**src/rtl/acc_pkg.sv**
```systemverilog
// Shared types and default sizing for the accumulator core and its multiplier.
package acc_pkg;

    localparam int DEF_WIDTH = 8;
    localparam int DEF_DEPTH = 16;

    typedef enum logic [3:0] {
        OP_MOV  = 4'h0,
        OP_ADD  = 4'h1,
        OP_ADDC = 4'h2,
        OP_SUB  = 4'h3,
        OP_AND  = 4'h4,
        OP_IOR  = 4'h5,
        OP_XOR  = 4'h6,
        OP_INC  = 4'h7,
        OP_DEC  = 4'h8,
        OP_RLC  = 4'h9,
        OP_RRC  = 4'hA,
        OP_CLR  = 4'hB,
        OP_MUL  = 4'hC,
        OP_NOP  = 4'hF
    } op_e;

    typedef enum logic [1:0] {
        ST_IDLE     = 2'd0,
        ST_MUL_LOOP = 2'd1,
        ST_MUL_WB   = 2'd2
    } state_e;

endpackage

```
**src/rtl/acc_mul.sv**
```systemverilog
// Iterative unsigned shift-add multiplier: one partial product per cycle for WIDTH cycles.
module acc_mul
    import acc_pkg::*;
#(
    parameter int WIDTH = DEF_WIDTH
) (
    input  logic               clk,
    input  logic               reset,
    input  logic               start,
    input  logic [WIDTH-1:0]   a,
    input  logic [WIDTH-1:0]   b,
    output logic               busy,
    output logic [2*WIDTH-1:0] product
);

    localparam int CW = $clog2(WIDTH) + 1;

    logic [2*WIDTH-1:0] mcand_q, mcand_d;
    logic [WIDTH-1:0]   mplier_q, mplier_d;
    logic [2*WIDTH-1:0] acc_q, acc_d;
    logic [CW-1:0]      cnt_q, cnt_d;
    logic               busy_q, busy_d;

    always_comb begin
        mcand_d  = mcand_q;
        mplier_d = mplier_q;
        acc_d    = acc_q;
        cnt_d    = cnt_q;
        busy_d   = busy_q;
        if (start) begin
            mcand_d  = {{WIDTH{1'b0}}, a};
            mplier_d = b;
            acc_d    = '0;
            cnt_d    = '0;
            busy_d   = 1'b1;
        end else if (busy_q) begin
            if (mplier_q[0]) begin
                acc_d = acc_q + mcand_q;
            end
            mcand_d  = mcand_q << 1;
            mplier_d = mplier_q >> 1;
            cnt_d    = cnt_q + 1'b1;
            if (cnt_q == CW'(WIDTH - 1)) begin
                busy_d = 1'b0;
            end
        end
    end

    always_ff @(posedge clk or negedge reset) begin
        if (!reset) begin
            mcand_q  <= '0;
            mplier_q <= '0;
            acc_q    <= '0;
            cnt_q    <= '0;
            busy_q   <= 1'b0;
        end else begin
            mcand_q  <= mcand_d;
            mplier_q <= mplier_d;
            acc_q    <= acc_d;
            cnt_q    <= cnt_d;
            busy_q   <= busy_d;
        end
    end

    assign busy    = busy_q;
    assign product = acc_q;

endmodule

```
**src/rtl/acc_core.sv**
```systemverilog
// Accumulator core with a W register, register file, carry/zero flags and a multi-cycle MUL.
// state       | meaning
// ST_IDLE     | accepting instructions; single-cycle ops retire here
// ST_MUL_LOOP | multiplier iterating, one partial product per cycle
// ST_MUL_WB   | product written to dest/prodh, done pulsed
module acc_core
    import acc_pkg::*;
#(
    parameter int WIDTH = DEF_WIDTH,
    parameter int DEPTH = DEF_DEPTH
) (
    input  logic                     clk,
    input  logic                     reset,
    input  logic                     inst_valid,
    output logic                     inst_ready,
    input  logic [3:0]               op,
    input  logic                     d,
    input  logic                     src_lit,
    input  logic [WIDTH-1:0]         k,
    input  logic [$clog2(DEPTH)-1:0] addr,
    output logic [WIDTH-1:0]         w,
    output logic                     carry,
    output logic                     zero,
    output logic [WIDTH-1:0]         prodh,
    output logic [WIDTH-1:0]         result,
    output logic                     done
);

    localparam int AW = $clog2(DEPTH);
    localparam int CW = $clog2(WIDTH) + 1;

    state_e           state_q, state_d;
    logic [CW-1:0]    cnt_q, cnt_d;
    logic [WIDTH-1:0] w_q, w_d;
    logic             carry_q, carry_d;
    logic             zero_q, zero_d;
    logic [WIDTH-1:0] prodh_q, prodh_d;
    logic [WIDTH-1:0] result_q, result_d;
    logic             done_q, done_d;
    logic             mdst_q, mdst_d;
    logic [AW-1:0]    maddr_q, maddr_d;
    logic [WIDTH-1:0] file_q [DEPTH];

    logic             file_we;
    logic [AW-1:0]    file_waddr;
    logic [WIDTH-1:0] file_wdata;

    logic             accept;
    logic [WIDTH-1:0] src;
    logic [WIDTH:0]   wide;
    logic [WIDTH-1:0] alu_res;
    logic             alu_c;
    logic             alu_wr;

    logic               mul_start;
    logic               mul_busy;
    logic [2*WIDTH-1:0] mul_prod;

    assign accept = inst_valid && (state_q == ST_IDLE);
    assign src    = src_lit ? k : file_q[addr];

    always_comb begin
        wide    = '0;
        alu_res = '0;
        alu_c   = carry_q;
        alu_wr  = 1'b1;
        case (op_e'(op))
            OP_MOV:  alu_res = src;
            OP_ADD: begin
                wide    = {1'b0, w_q} + {1'b0, src};
                alu_res = wide[WIDTH-1:0];
                alu_c   = wide[WIDTH];
            end
            OP_ADDC: begin
                wide    = {1'b0, w_q} + {1'b0, src} + {{WIDTH{1'b0}}, carry_q};
                alu_res = wide[WIDTH-1:0];
                alu_c   = wide[WIDTH];
            end
            OP_SUB: begin
                // Borrow appears in the extra bit; carry is its inverse.
                wide    = {1'b0, src} - {1'b0, w_q};
                alu_res = wide[WIDTH-1:0];
                alu_c   = ~wide[WIDTH];
            end
            OP_AND:  alu_res = w_q & src;
            OP_IOR:  alu_res = w_q | src;
            OP_XOR:  alu_res = w_q ^ src;
            OP_INC:  alu_res = src + 1'b1;
            OP_DEC:  alu_res = src - 1'b1;
            OP_RLC: begin
                alu_res = {src[WIDTH-2:0], carry_q};
                alu_c   = src[WIDTH-1];
            end
            OP_RRC: begin
                alu_res = {carry_q, src[WIDTH-1:1]};
                alu_c   = src[0];
            end
            OP_CLR:  alu_res = '0;
            default: alu_wr  = 1'b0;
        endcase
    end

    always_comb begin
        state_d    = state_q;
        cnt_d      = cnt_q;
        w_d        = w_q;
        carry_d    = carry_q;
        zero_d     = zero_q;
        prodh_d    = prodh_q;
        result_d   = result_q;
        done_d     = 1'b0;
        mdst_d     = mdst_q;
        maddr_d    = maddr_q;
        file_we    = 1'b0;
        file_waddr = addr;
        file_wdata = alu_res;
        mul_start  = 1'b0;
        case (state_q)
            ST_IDLE: begin
                if (accept) begin
                    if (op_e'(op) == OP_MUL) begin
                        mul_start = 1'b1;
                        mdst_d    = d;
                        maddr_d   = addr;
                        cnt_d     = '0;
                        state_d   = ST_MUL_LOOP;
                    end else begin
                        done_d = 1'b1;
                        if (alu_wr) begin
                            if (d) file_we = 1'b1;
                            else   w_d     = alu_res;
                            result_d = alu_res;
                            zero_d   = (alu_res == '0);
                            carry_d  = alu_c;
                        end
                    end
                end
            end
            ST_MUL_LOOP: begin
                cnt_d = cnt_q + 1'b1;
                if (cnt_q == CW'(WIDTH - 1) || !mul_busy) begin
                    state_d = ST_MUL_WB;
                end
            end
            ST_MUL_WB: begin
                file_waddr = maddr_q;
                file_wdata = mul_prod[WIDTH-1:0];
                if (mdst_q) file_we = 1'b1;
                else        w_d     = mul_prod[WIDTH-1:0];
                prodh_d  = mul_prod[2*WIDTH-1:WIDTH];
                carry_d  = (mul_prod[2*WIDTH-1:WIDTH] != '0);
                zero_d   = (mul_prod[WIDTH-1:0] == '0);
                result_d = mul_prod[WIDTH-1:0];
                done_d   = 1'b1;
                state_d  = ST_IDLE;
            end
            default: state_d = ST_IDLE;
        endcase
    end

    always_ff @(posedge clk or negedge reset) begin
        if (!reset) begin
            state_q  <= ST_IDLE;
            cnt_q    <= '0;
            w_q      <= '0;
            carry_q  <= 1'b0;
            zero_q   <= 1'b0;
            prodh_q  <= '0;
            result_q <= '0;
            done_q   <= 1'b0;
            mdst_q   <= 1'b0;
            maddr_q  <= '0;
        end else begin
            state_q  <= state_d;
            cnt_q    <= cnt_d;
            w_q      <= w_d;
            carry_q  <= carry_d;
            zero_q   <= zero_d;
            prodh_q  <= prodh_d;
            result_q <= result_d;
            done_q   <= done_d;
            mdst_q   <= mdst_d;
            maddr_q  <= maddr_d;
        end
    end

    always_ff @(posedge clk or negedge reset) begin
        if (!reset) begin
            for (int i = 0; i < DEPTH; i++) begin
                file_q[i] <= '0;
            end
        end else if (file_we) begin
            file_q[file_waddr] <= file_wdata;
        end
    end

    acc_mul #(.WIDTH(WIDTH)) u_mul (
        .clk     (clk),
        .reset   (reset),
        .start   (mul_start),
        .a       (w_q),
        .b       (src),
        .busy    (mul_busy),
        .product (mul_prod)
    );

    assign inst_ready = (state_q == ST_IDLE);
    assign w          = w_q;
    assign carry      = carry_q;
    assign zero       = zero_q;
    assign prodh      = prodh_q;
    assign result     = result_q;
    assign done       = done_q;

endmodule

```
**config.mk**
```make
export PLATFORM = sky130hd
export DESIGN_NAME = acc_core
export DESIGN_NICKNAME = d
export VERILOG_FILES = /design/src/rtl/acc_pkg.sv /design/src/rtl/acc_mul.sv /design/src/rtl/acc_core.sv
export SDC_FILE = /design/constraint.sdc
export NUM_CORES = 1
export LEC_CHECK = 0
export ABC_AREA = 1
export CAP_MARGIN = 20
export CORE_MARGIN = 8
export CORE_UTILIZATION = 32
export DETAILED_ROUTE_END_ITERATION = 10
export PLACE_DENSITY_LB_ADDON = 0.12
export SETUP_SLACK_MARGIN = 0.05
export SLEW_MARGIN = 10
export SYNTH_ARGS = -nofsm -noshare
export SYNTH_HDL_FRONTEND = slang
export SYNTH_SLANG_ARGS = --single-unit
```
**constraint.sdc**
```tcl
create_clock -name clk -period 6 [get_ports clk]
set_input_delay 0.6 -clock clk [delete_from_list [all_inputs] [get_ports clk]]
set_output_delay 0.6 -clock clk [all_outputs]
set_load 0.005 [all_outputs]
```
Word-level counts from Yosys, hierarchy flattened --
Index checks and enable logic that the tools add are counted. W data, S select, Z words.
Cells by class: eq/ne operators 24, $lt $le $gt $ge 3, $add $sub $neg 8, reduce and logical (&&, ||, !) cells 21, bitwise operators 6, multiplexer cells 61
Operators by type and width (number):
- $bwmux W128 | 1
- $mux W8 | 15
- $pmux W8 S11 | 1
- $mux W16 | 5
- $bmux W8 S4 | 1
- $demux W8 S4 | 1
- $pmux W8 S2 | 2
- $eq A4 B3 Y1 const B | 6
- $eq A4 B4 Y1 const B | 5
- $mux W1 | 20
- $mux W4 | 5
- $add A16 B16 Y16 | 1
- $logic_not A8 Y1 | 2
- $reduce_or A12 Y1 | 1
- $ge A5 B5 Y1 const B | 2
- $not A4 Y5 | 2
- $add A8 B8 Y9 | 1
- $add A9 B1 Y9 | 1
- $reduce_and A3 Y1 | 3
- $sub A8 B8 Y9 | 1
- $add A4 B1 Y4 const B | 2
- $add A8 B1 Y8 const B | 1
- $and A8 B8 Y8 | 1
- $eq A4 B2 Y1 const B | 2
- 27 further kinds | 41
Word-level totals: output and inout bits 28, register bits 211

Depth between registers and ports, before layout --
Gate-level depths: netlist of the first run.
depth in word-level cells 13, depth in mapped cells 28, gate-level depth less buffers 27

Hierarchy --
Synthesis of the first run repeated with hierarchy kept, for this count alone.
Second synthesis, totals: cells, all modules 1750, area total of the unflattened synthesis 12801.0 um2
By module, submodules not included:
- acc_core | cells an instance 1383, sequential area each 4154.0 um2, times used 1, area an instance 10065.9 um2
- acc_mul | cells an instance 367, sequential area each 1126.1 um2, times used 1, area an instance 2735.1 um2

Worst setup path before layout of the first run --
OpenSTA, ideal clock, no wires.
kind input -> register, start point input port addr[0], end point register file_q[70] (netlist bit), stages 24, data arrival time 3514 ps, setup slack 2353 ps, path through buf_6 -> buf_8 -> buf_6 -> nand2_1 -> nand3_1 -> nand3_1 -> nand2_1 -> nand2_1 -> nand3_2 -> nand2_1 -> inv_1 -> fa_1 -> ha_1 -> and2_1 -> nand3_1 -> nor2_1 -> nand3_1 -> nand3_1 -> nand2_1 -> nor2_1 -> nand2_1 -> o21ai_2 -> buf_4 -> o21ai_1
Between the ends: longest elaborated chain between the ends 10, elaborated cells between the ends (all ways) 23, classes of those cells add/sub (5); order compare (2); mux (10); bitwise (5); reduce/logical (1)
RTL lines:
- start: declaration | RTL line acc_core.sv:20 | input logic [$clog2(DEPTH)-1:0] addr,
- $not A4 Y5 (not written as such) | RTL line acc_core.sv:60 | assign src = src_lit ? k : file_q[addr];
- $bmux W8 S4 | RTL line acc_core.sv:60
- $mux W8 (not written as such) (2 in series) | RTL line acc_core.sv:60
- $mux W8 | RTL line acc_core.sv:60
- $add A8 B8 Y9 | RTL line acc_core.sv:70, acc_core.sv:75
- $add A9 B1 Y9 | RTL line acc_core.sv:75 | wide = {1'b0, w_q} + {1'b0, src} + {{WIDTH{1'b0}}, carry_q};
- $pmux W8 S11 | RTL line acc_core.sv:67 | case (op_e'(op))
- $mux W8 | RTL line acc_core.sv:118 | case (state_q)
- $bwmux W128 (*) | RTL line acc_core.sv:193 | file_q[file_waddr] <= file_wdata;
- end signal: indexed assignment | RTL line acc_core.sv:193
- end: declaration | RTL line acc_core.sv:42 | logic [WIDTH-1:0] file_q [DEPTH];
Mark *: on every way between the ends. The rest lies on a longest branch, timed or not. The select of a mux whose other input is x is not followed. A chain may end at the register's enable or synchronous reset.

Worst setup path in the final report of the first run --
start point input port addr[1], end point register file_q[21] (netlist bit)
Same word-level chain as after synthesis.

==> flow_summary.toml, run 1 <==
[sta]
fmax_mhz = 210
finalSetupTns_ns = 0
setup_violations = 0
slew_viol_final = 0
tightest_slew_ns = 1.04
rsz0062_at_grt = "false"
finalClockSkew_ns = 0.0213
period_needed_ns = 4.76
holdWs_ns = 0.0699
min_period_over_period_pct = 79.3
slew_headroom_pct = 30.7
hold_viol = 0

[setup_path]
crit_end = "file_q[21]$_DFFE_PN0P_"
regToRegEndpoint = "file_q[38]$_DFFE_PN0P_"
rrSetupSlack_ns = 1.94
crit_required_ns = 6.39
arrival_ns = 5.15
cpMaxStageDelayCell = "ha_1"
start_kind = "input pin"
critPathCaptureType = "register"
r2r.worst_path.cells = 21
worstPathMaxFanout = 34
cp-startpoint = "addr[1]"
rr_startpoint = "file_q[112]$_DFFE_PN0P_"
crit_top_cell = "nand2_1"
path_cells = "clkdlybuf4s50_1 -> clkinv_2 -> nand3_1 -> nand3_1 -> nand2_1 -> nand2_1 -> nand3_2 -> nand2_2 -> ha_1 -> inv_2 -> a21oi_1 -> o21ai_1 -> nand2_1 -> nand2_1 -> a21oi_1 -> a21oi_1 -> nand2_1 -> o21ai_1 -> nor2_1 -> nand3_1 -> nor2_2 -> nand2_2 -> nand2_4 -> o21ai_0"
slowest_delay_ns = 0.61
critPathKind = "in2reg"

[global_route]
grt_use_total_pct = 17.6
grt_pass1_vias = 10300
grt.overflow.total = 0
grt_max_degree = 93
grt_pass1_wl_mm = 62.7
antenna_found_initial = 0

[yosys]
synthTopCellsByArea = "dfrtp_1, nand2_1, nand3_1, o21ai_0, ha_1"
ys_ff_latch = 211
syn_area_mm2 = 0.0123
synth_edf_count = 0
synth_top_area_share_pct = 42.9
synth_largest_area_cell = "dfrtp_1"
synth_flop_cell = "dfrtp_1"
yosysSeqAreaShare_pct = 42.9
yosysUniqueCellTypes = 55
synthCells = 1607
yosys_warnings = 0
synth.avg_cell_area_um2 = 7.66
syn-num-nets = 1682
synthArstFlopShare_pct = 100

[routing]
ant_nets = 0
wl_mm = 39.9
dr.pass1.iters = 6
vias_per_cell = 4.99
drt-initial-drc-count = 678
drc = 0
vias = 10800
detail_route.wl_per_cell_um = 18.4

[floorplanning]
die_x_um = 212
fp.coreArea_mm2 = 0.0383
num_rows = 72
initial_core_util_pct = 32.1
io_pins = 49
dieArea_mm2 = 0.0450
die_y_um = 212

[final_layout]
final_layout_size_suffix_gt1_share_pct = 8.50
area_growth_pct = 14.3
fin_nets = 1703
final_util_pct = 36.7
fillers = 4052

[clock_tree]
postCtsSetupRepairBufs = 0
clockBufferDepth = 3
tritoncts = "yes"
clkLatencyLatePin_ns = 0.54
clkSinkCount = 211
numCtsBuffers = 25
hold_buffers = 0
root_buffer = "clkbuf_16"
clk_pin_slew_ns = 0.06
cts_max_level = 1
cts.repair.resized = 0

[power]
power.density_mw_per_mm2 = 413
p_leak_nw = 6.51
p_int_mw = 3.63
switchingPower_mw = 2.19
switching_share_pct = 37.6
power_mw = 5.81
irDropWorstVdd_mv = 0.237
combPwrFrac_pct = 33.3
pwr-share-clk_pct = 29.2
power_frac_seq_pct = 37.5

[status]
outcome = "finished clean"

[hold_path]
hp-class = "in2async"

[placement]
place_congestion = 0.951
dp_hpwl_mm = 27.3
port_buffers = 48

[job]
cap_violations = 0
cell type report:
class	count	area, um2	share of cell area [%]
diodes	1	2.50	0.0178
flip-flops and latches	211	5280	37.6
clock inverters	17	254	1.81
multi-input cells	1196	6110	43.5
repair buffers	62	598	4.25
clock buffers	29	671	4.77
inverters	132	497	3.53
well taps	518	648	4.61
state kept, by name, indices dropped and copies added (netlist names), 2 cells and up:
name            count
file_q            128
u_mul.mcand_q      16
u_mul.product      16
prodh               8
result              8
u_mul.mplier_q      8
w                   8
cnt_q               4
maddr_q             4
u_mul.cnt_q         4
state_q             2
metrics by stage:
stage	instances	instance area (um2)	setup WS [ns]
after floorplan	1607	12300	2.35
after global placement	2119	13100	0.727
after detailed placement	2119	13100	0.648
after CTS	2165	14100	1.22
after global routing	2165	14100	0.824
final	2166	14100	1.24
cells by family (layout without fill, tap and decap cells):
logic type / count (synthesis) / after routing / synth area share, %
AO/OA/AOI/OAI: 313 / 313 / 14.7
XOR/XNOR: 11 / 11 / 0.844
adder cells (fa/ha/maj): 54 / 54 / 5.74
buffers and inverters: 200 / 240 / 7.41
flip-flops: 211 / 211 / 42.9
other: 0 / 1 / 0
AND/OR/NAND/NOR: 818 / 818 / 28.3
cells in the final DEF (no fill, tap or decap), types with 13 or more instances in the layout:
cell type,Yosys,layout
nand2_1,501,501
dfrtp_1,211,211
nand3_1,158,158
o21ai_0,140,140
inv_1,120,120
nor2_1,91,91
a21oi_1,51,51
ha_1,50,50
clkdlybuf4s50_1,0,46
o21ai_1,43,43
o21ai_2,25,25
clkbuf_16,0,25
or2_2,14,14
o22ai_1,14,14
nor3_1,13,13
buf_4,7,13
metal layers:
layer / wire (um) / track usage, % / up-vias
li1: - / - / 5352
met1: 19500 / 26.0 / 5191
met2: 17500 / 27.2 / 220
met3: 2060 / 2.33 / 53
met4: 811 / 4.00 / 0
met5: 0 / 0 / -
worst min-delay path by stage:
stage / startpoint / cells after the start / end
2_1_floorplan: reset / 0 / carry$_DFFE_PN0P_
3_3_place_gp: file_q[103]$_DFFE_PN0P_ / 2 / file_q[103]$_DFFE_PN0P_
3_5_place_dp: file_q[103]$_DFFE_PN0P_ / 2 / file_q[103]$_DFFE_PN0P_
4_1_cts: reset / 1 / file_q[85]$_DFFE_PN0P_
5_1_grt: reset / 1 / file_q[83]$_DFFE_PN0P_
6_report: reset / 1 / file_q[85]$_DFFE_PN0P_
worst max-delay path: cells and delay by family:
family                     cells  cell delay, ns
AOI/OAI and AO/OA              6            0.73
and+or+nand+nor               14            2.04
adders and majority gates      1            0.61
buffers and inverters          3            1.12
synth_stat cells (all sizes together), types with 3 or more instances:
| library cell | number |
|---|---|
| nand2 | 513 |
| dfrtp | 211 |
| o21ai | 209 |
| nand3 | 164 |
| inv | 130 |
| nor2 | 95 |
| a21oi | 53 |
| ha | 50 |
| buf | 47 |
| clkbuf | 21 |
| or2 | 16 |
| nor3 | 14 |
| o22ai | 14 |
| o211ai | 9 |
| xor2 | 9 |
| nand4 | 8 |
| o31ai | 6 |
| a221oi | 4 |
| fa | 4 |
| nor4 | 4 |
| o2111ai | 3 |
power groups by stage:
stage	Sequential (mW)	Clock, mW	Combinational [mW]
5_1_grt	2.24	1.80	2.20
4_1_cts	2.18	1.75	1.95
2_1_floorplan	2.08	0	1.33
3_5_place_dp	2.20	0	1.94
3_3_place_gp	2.20	0	1.93
6_report	2.18	1.70	1.94
Note: power is estimated with default switching activity, not from simulation.
==> run 2, diff against run 1 <==
==> constraint.sdc (replaced) <==
create_clock -name clk -period 4.6 [get_ports clk]
set_input_delay 0.46 -clock clk [delete_from_list [all_inputs] [get_ports clk]]
set_output_delay 0.46 -clock clk [all_outputs]
set_load 0.005 [all_outputs]
==> run 2 against run 1 <==
  * Sequential share of layout area shrank 0.55 points
  * Core utilization increased by 0.55 points
  * Setup slack worse by 0.66 ns
  * Die area unchanged
  * Highest routed layer unchanged
  * Wire length grew 0.14%
==> flow_summary.toml, run 2 (synthesis gave the netlist of run 1 again) <==
[final_layout]
antenna_cells = 0
fin_nets = 1727
layout_commonest_cell = "nand2_1"
final_cell_mix = "nand2_1, dfrtp_1, nand3_1"
largest_register_ffs = 128
final_area_mm2 = 0.0143
largest-register = "file_q"
final_layout_size_suffix_gt1_share_pct = 9.18
area_growth_pct = 16.0

[global_route]
grt_pass1_vias = 10700
grt.overflow.total = 0
grt_pass1_wl_mm = 63.1
grt_max_degree = 114
antenna_found_initial = 0
grt_use_total_pct = 17.8

[clock_tree]
cts.repair.resized = 0
hold_buffers = 0
postCtsSetupRepairBufs = 0
clockBufferDepth = 3
clkSinkCount = 211
cts_max_level = 1
clkLatencyLatePin_ns = 0.54
root_buffer = "clkbuf_16"
numCtsBuffers = 26
tritoncts = "yes"
clk_pin_slew_ns = 0.06

[placement]
placed_cell_area_mm2 = 0.0135
pre_cts_ws_ns = 0.0428
port_buffers = 48
place_congestion = 0.954
dp_hpwl_mm = 27.8

[power]
irDropWorstVdd_mv = 0.277
power.density_mw_per_mm2 = 522
p_leak_nw = 6.61

[sta]
finalClockSkew_ns = 0.0202
setup_violations = 0
finalSetupTns_ns = 0
tightest_slew_ns = 0.932
fmax_mhz = 249
slew_viol_final = 0
hold_viol = 0
rsz0062_at_grt = "false"
min_period_over_period_pct = 87.3
slew_headroom_pct = 37.9
period_needed_ns = 4.02
fin_ws_ns = 0.584

[floorplanning]
die_x_um = 212
die_y_um = 212
fp.coreArea_mm2 = 0.0383
num_rows = 72
initial_core_util_pct = 32.1
io_pins = 49
dieArea_mm2 = 0.0450

[routing]
vias = 10700
wl_mm = 40.0
dr.pass1.iters = 5
detail_route.wl_per_cell_um = 18.3
drt-initial-drc-count = 660
ant_nets = 0
drc = 0
vias_per_cell = 4.92

[hold_path]
hp-class = "in2async"

[setup_path]
critPathCaptureType = "register"
worstPathMaxFanout = 32
critPathKind = "in2reg"
arrival_ns = 4.41
start_kind = "input pin"
crit_required_ns = 4.99

[job]
cap_violations = 0

[status]
outcome = "finished clean"
-- run 2: changes by cell type in the layout (fill, tap and decap cells not counted) --
cell,delta
bufinv_16,-5
buf_6,+1
clkinv_8,+1
inv_6,-1
clkbuf_1,+6
diode_2,-1
buf_12,+14
buf_4,+8
inv_16,-1
clkbuf_16,+1
clkinv_2,-5
-- run 2: final cells by class --
type | instances | area, um2
multi-input combinational | 1196 | 6110
clock inverter | 6 | 66.3
tap | 518 | 648
sequential | 211 | 5280
inverter | 132 | 497
timing repair buffer | 85 | 950
fill | 4074 | 24000
clock buffer | 36 | 718
-- run 2: metrics by stage --
| step | util [%] | std cells | hold WS, ns | power (mW) |
|---|---|---|---|---|
| 2_1_floorplan | - | 1607 | 0.164 | 4.45 |
| 3_3_place_gp | 35.2 | 2141 | 0.466 | 5.53 |
| 3_5_place_dp | 35.2 | 2141 | 0.468 | 5.54 |
| 4_1_cts | 37.2 | 2183 | 0.0355 | 7.52 |
| 5_1_grt | 37.3 | 2184 | 0.0701 | 8.00 |
| 6_report | 37.3 | 2184 | 0.00363 | 7.45 |
-- run 2: worst max-delay path, stage by stage --
cell and delay [ns]:
clkdlybuf4s50_1 0.55, buf_12 0.25, nand3_1 0.12, nand3_1 0.08, nand2_1 0.11, nand2_1 0.13, nand2_1 0.09, nand2_2 0.09
nand2_4 0.08, ha_1 0.24, fa_1 0.47, xor2_2 0.25, and2_1 0.18, nand3_1 0.10, nor2_1 0.21, nand3_1 0.16
nand3_1 0.12, nand2_1 0.09, nor2_1 0.15, nand2_1 0.09, o21ai_2 0.12, buf_12 0.18, o21ai_0 0.09
-- run 2: where the power goes --
part / total (mW) / internal [mW] / switching, mW
Combinational: 2.67 / 1.07 / 1.61
Sequential: 2.84 / 2.40 / 0.441
Clock: 1.93 / 1.13 / 0.794
-- run 2: routing by layer --
metal / global-route usage, % / part of all wire [%] / up-vias
li1: - / - / 5410
met1: 26.1 / 50 / 5070
met2: 27.5 / 44 / 193
met3: 2.14 / 3.7 / 64
met4: 4.82 / 2.3 / 0
met5: 0 / 0 / -
-- run 2: final timing paths --
| check | start | endpoint | slack, ns | cells past startpoint |
|---|---|---|---|---|
| max | addr[1] | file_q[38]$_DFFE_PN0P_ | 0.58 | 23 |
| min | reset | file_q[74]$_DFFE_PN0P_ | 0.004 | 1 |
| max reg2reg | file_q[112]$_DFFE_PN0P_ | file_q[38]$_DFFE_PN0P_ | 0.88 | 22 |
| min reg2reg | file_q[85]$_DFFE_PN0P_ | file_q[85]$_DFFE_PN0P_ | 0.48 | 2 |
| max in group asynchronous | reset | file_q[61]$_DFFE_PN0P_ | 3.49 | 2 |
| min in group clk | file_q[85]$_DFFE_PN0P_ | file_q[85]$_DFFE_PN0P_ | 0.48 | 2 |
==> run 3, diff against run 2 <==
--- a/config.mk
+++ b/config.mk
@@ -8,7 +8,7 @@
 export ABC_AREA = 1
 export CAP_MARGIN = 20
 export CORE_MARGIN = 8
-export CORE_UTILIZATION = 32
+export CORE_UTILIZATION = 55
 export DETAILED_ROUTE_END_ITERATION = 10
 export PLACE_DENSITY_LB_ADDON = 0.12
 export SETUP_SLACK_MARGIN = 0.05
==> run 3 against run 2 <==
  * Count of clock-buffer cells in the layout is 5 lower
  * Flip-flop and latch count unchanged
  * Non-clock buffer count decreased by 7
  * First-iteration DRC count is 52% higher
  * Total power is 2.1% lower
  * Sequential power barely moved
  * Die area decreased by 39%
  * Setup slack worse by 0.13 ns
  * Critical endpoint is now file_q[39]$_DFFE_PN0P_
  * Largest power group unchanged
  * Highest routed layer unchanged
==> flow_summary.toml, run 3 (synthesis gave the netlist of run 1 again) <==
[sta]
fmax_mhz = 241
min_period_over_period_pct = 90.2
finalClockSkew_ns = 0.0160
slew_viol_final = 0
setup_violations = 0
hold_viol = 0
period_needed_ns = 4.15
tightest_slew_ns = 0.963
rsz0062_at_grt = "false"
slew_headroom_pct = 35.5
fin_ws_ns = 0.451

[final_layout]
final_layout_size_suffix_gt1_share_pct = 9.32
antenna_cells = 0
final_util_pct = 63.3
fillers = 2019
layout_commonest_cell = "nand2_1"
largest_register_ffs = 128
largest-register = "file_q"
final_cell_mix = "nand2_1, dfrtp_1, nand3_1"
area_growth_pct = 12.6
fin_nets = 1719

[job]
cap_violations = 0

[routing]
vias_per_cell = 5.67
dr.pass1.iters = 5
ant_nets = 0
detail_route.wl_per_cell_um = 18.0
vias = 11000
wl_mm = 35.0
drt-initial-drc-count = 1000
drc = 0

[global_route]
grt_pass1_wl_mm = 56.8
grt_max_degree = 134
antenna_found_initial = 0
grt.overflow.total = 0
grt_use_total_pct = 26.1
grt_pass1_vias = 10400

[placement]
dp_hpwl_mm = 24.3
place_congestion = 0.992
pre_cts_ws_ns = -0.0538
port_buffers = 48

[setup_path]
path_cells = "clkdlybuf4s50_1 -> clkinv_2 -> buf_12 -> nand3_1 -> nand3_1 -> nand2_1 -> nand2_1 -> nand2_1 -> nand2_2 -> nand2_4 -> ha_1 -> fa_1 -> xor2_2 -> nand3_1 -> nor2_1 -> nand3_1 -> nor2_1 -> nand2_1 -> o21ai_1 -> nand3b_1 -> nor2_2 -> nand2_2 -> nand2_4 -> o21ai_0"
path_buf_inv = 3
slowest_delay_ns = 0.49
arrival_ns = 4.53
critPathKind = "in2reg"
start_kind = "input pin"
cpMaxStageDelayCell = "clkdlybuf4s50_1"
crit_required_ns = 4.98
path_delay_family = "simple AND/OR/NAND/NOR gates"
critPathCaptureType = "register"
rrSetupSlack_ns = 0.74
worstPathMaxFanout = 18

[hold_path]
hp-class = "reg2reg"

[clock_tree]
root_buffer = "clkbuf_16"
tritoncts = "yes"
clk_pin_slew_ns = 0.06
cts.repair.resized = 0
cts_max_level = 1
clkSinkCount = 211
clkLatencyLatePin_ns = 0.54
numCtsBuffers = 25
clockBufferDepth = 3

[floorplanning]
num_rows = 54
dieArea_mm2 = 0.0274
initial_core_util_pct = 56.2
io_pins = 49
fp.coreArea_mm2 = 0.0219
die_x_um = 166
die_y_um = 166

[power]
power_mw = 7.29
power.density_mw_per_mm2 = 526
irDropWorstVdd_mv = 0.391
p_leak_nw = 6.54

[status]
outcome = "finished clean"
==> run 3: layout make-up <==
class	count	area, um2	share of cell area (%)
Sequential cell	211	5280	38.1
Clock inverter	15	106	0.768
Tap cell	280	350	2.53
Inverter	132	497	3.59
Clock buffer	31	698	5.04
Timing Repair Buffer	78	808	5.84
Multi-Input combinational cell	1196	6110	44.1
==> run 3: what timing repair did <==
item,CTS,global route
hold buffers,1,0
setup buffers,0,0
endpoints found under the setup margin,0,0
hold endpoints to repair,78,0
==> run 3: through the flow <==
step / hold slack, ns / cells / area, um2 / setup TNS [ns]
after CTS: 0.483 / 1943 / 13900 / 0
after detailed placement: 0.469 / 1896 / 13000 / -0.336
final: 0.483 / 1943 / 13900 / 0
after global routing: 0.497 / 1943 / 13900 / 0
after floorplan: 0.164 / 1607 / 12300 / 0
after global placement: 0.465 / 1896 / 13000 / -0.241
==> run 3: report_power, final <==
group / switching, mW / internal, mW / leakage (nW)
combinational: 1.56 / 0.997 / 3.35
clock: 0.814 / 1.09 / 0.391
sequential: 0.427 / 2.40 / 2.81
total: 2.80 / 4.49 / 6.54
==> run 3: final timing paths <==
kind                                    startpoint                       endpoint  depth (start not counted)
hold reg to reg             file_q[31]$_DFFE_PN0P_         file_q[31]$_DFFE_PN0P_                          2
hold / removal              file_q[31]$_DFFE_PN0P_         file_q[31]$_DFFE_PN0P_                          2
setup reg to reg           file_q[120]$_DFFE_PN0P_         file_q[39]$_DFFE_PN0P_                         22
max in group asynchronous                    reset  u_mul.product[11]$_DFFE_PN0P_                          3
min in group asynchronous                    reset         file_q[25]$_DFFE_PN0P_                          2
setup / recovery                           addr[1]         file_q[39]$_DFFE_PN0P_                         24
==> run 3: routing by layer <==
layer / wire (um) / global-route usage, %
met1: 16200 / 37.8
met2: 15200 / 39.3
met3: 2610 / 4.31
met4: 1000 / 8.12
met5: 0 / 0
==> run 3: worst reg2reg max path, cell delays in order (launching register included) <==
cell	delay [ns]
dfrtp_1	0.38
nand2_1	0.09
nand3_1	0.09
nand3_1	0.10
nand2_1	0.07
nand2_1	0.11
nand2_1	0.10
nand2_2	0.10
nand2_4	0.10
ha_1	0.25
fa_1	0.47
xor2_2	0.23
nand3_1	0.12
nor2_1	0.18
nand3_1	0.14
nor2_1	0.17
nand2_1	0.10
o21ai_1	0.15
nand3b_1	0.11
nor2_2	0.17
nand2_2	0.09
nand2_4	0.26
o21ai_0	0.13
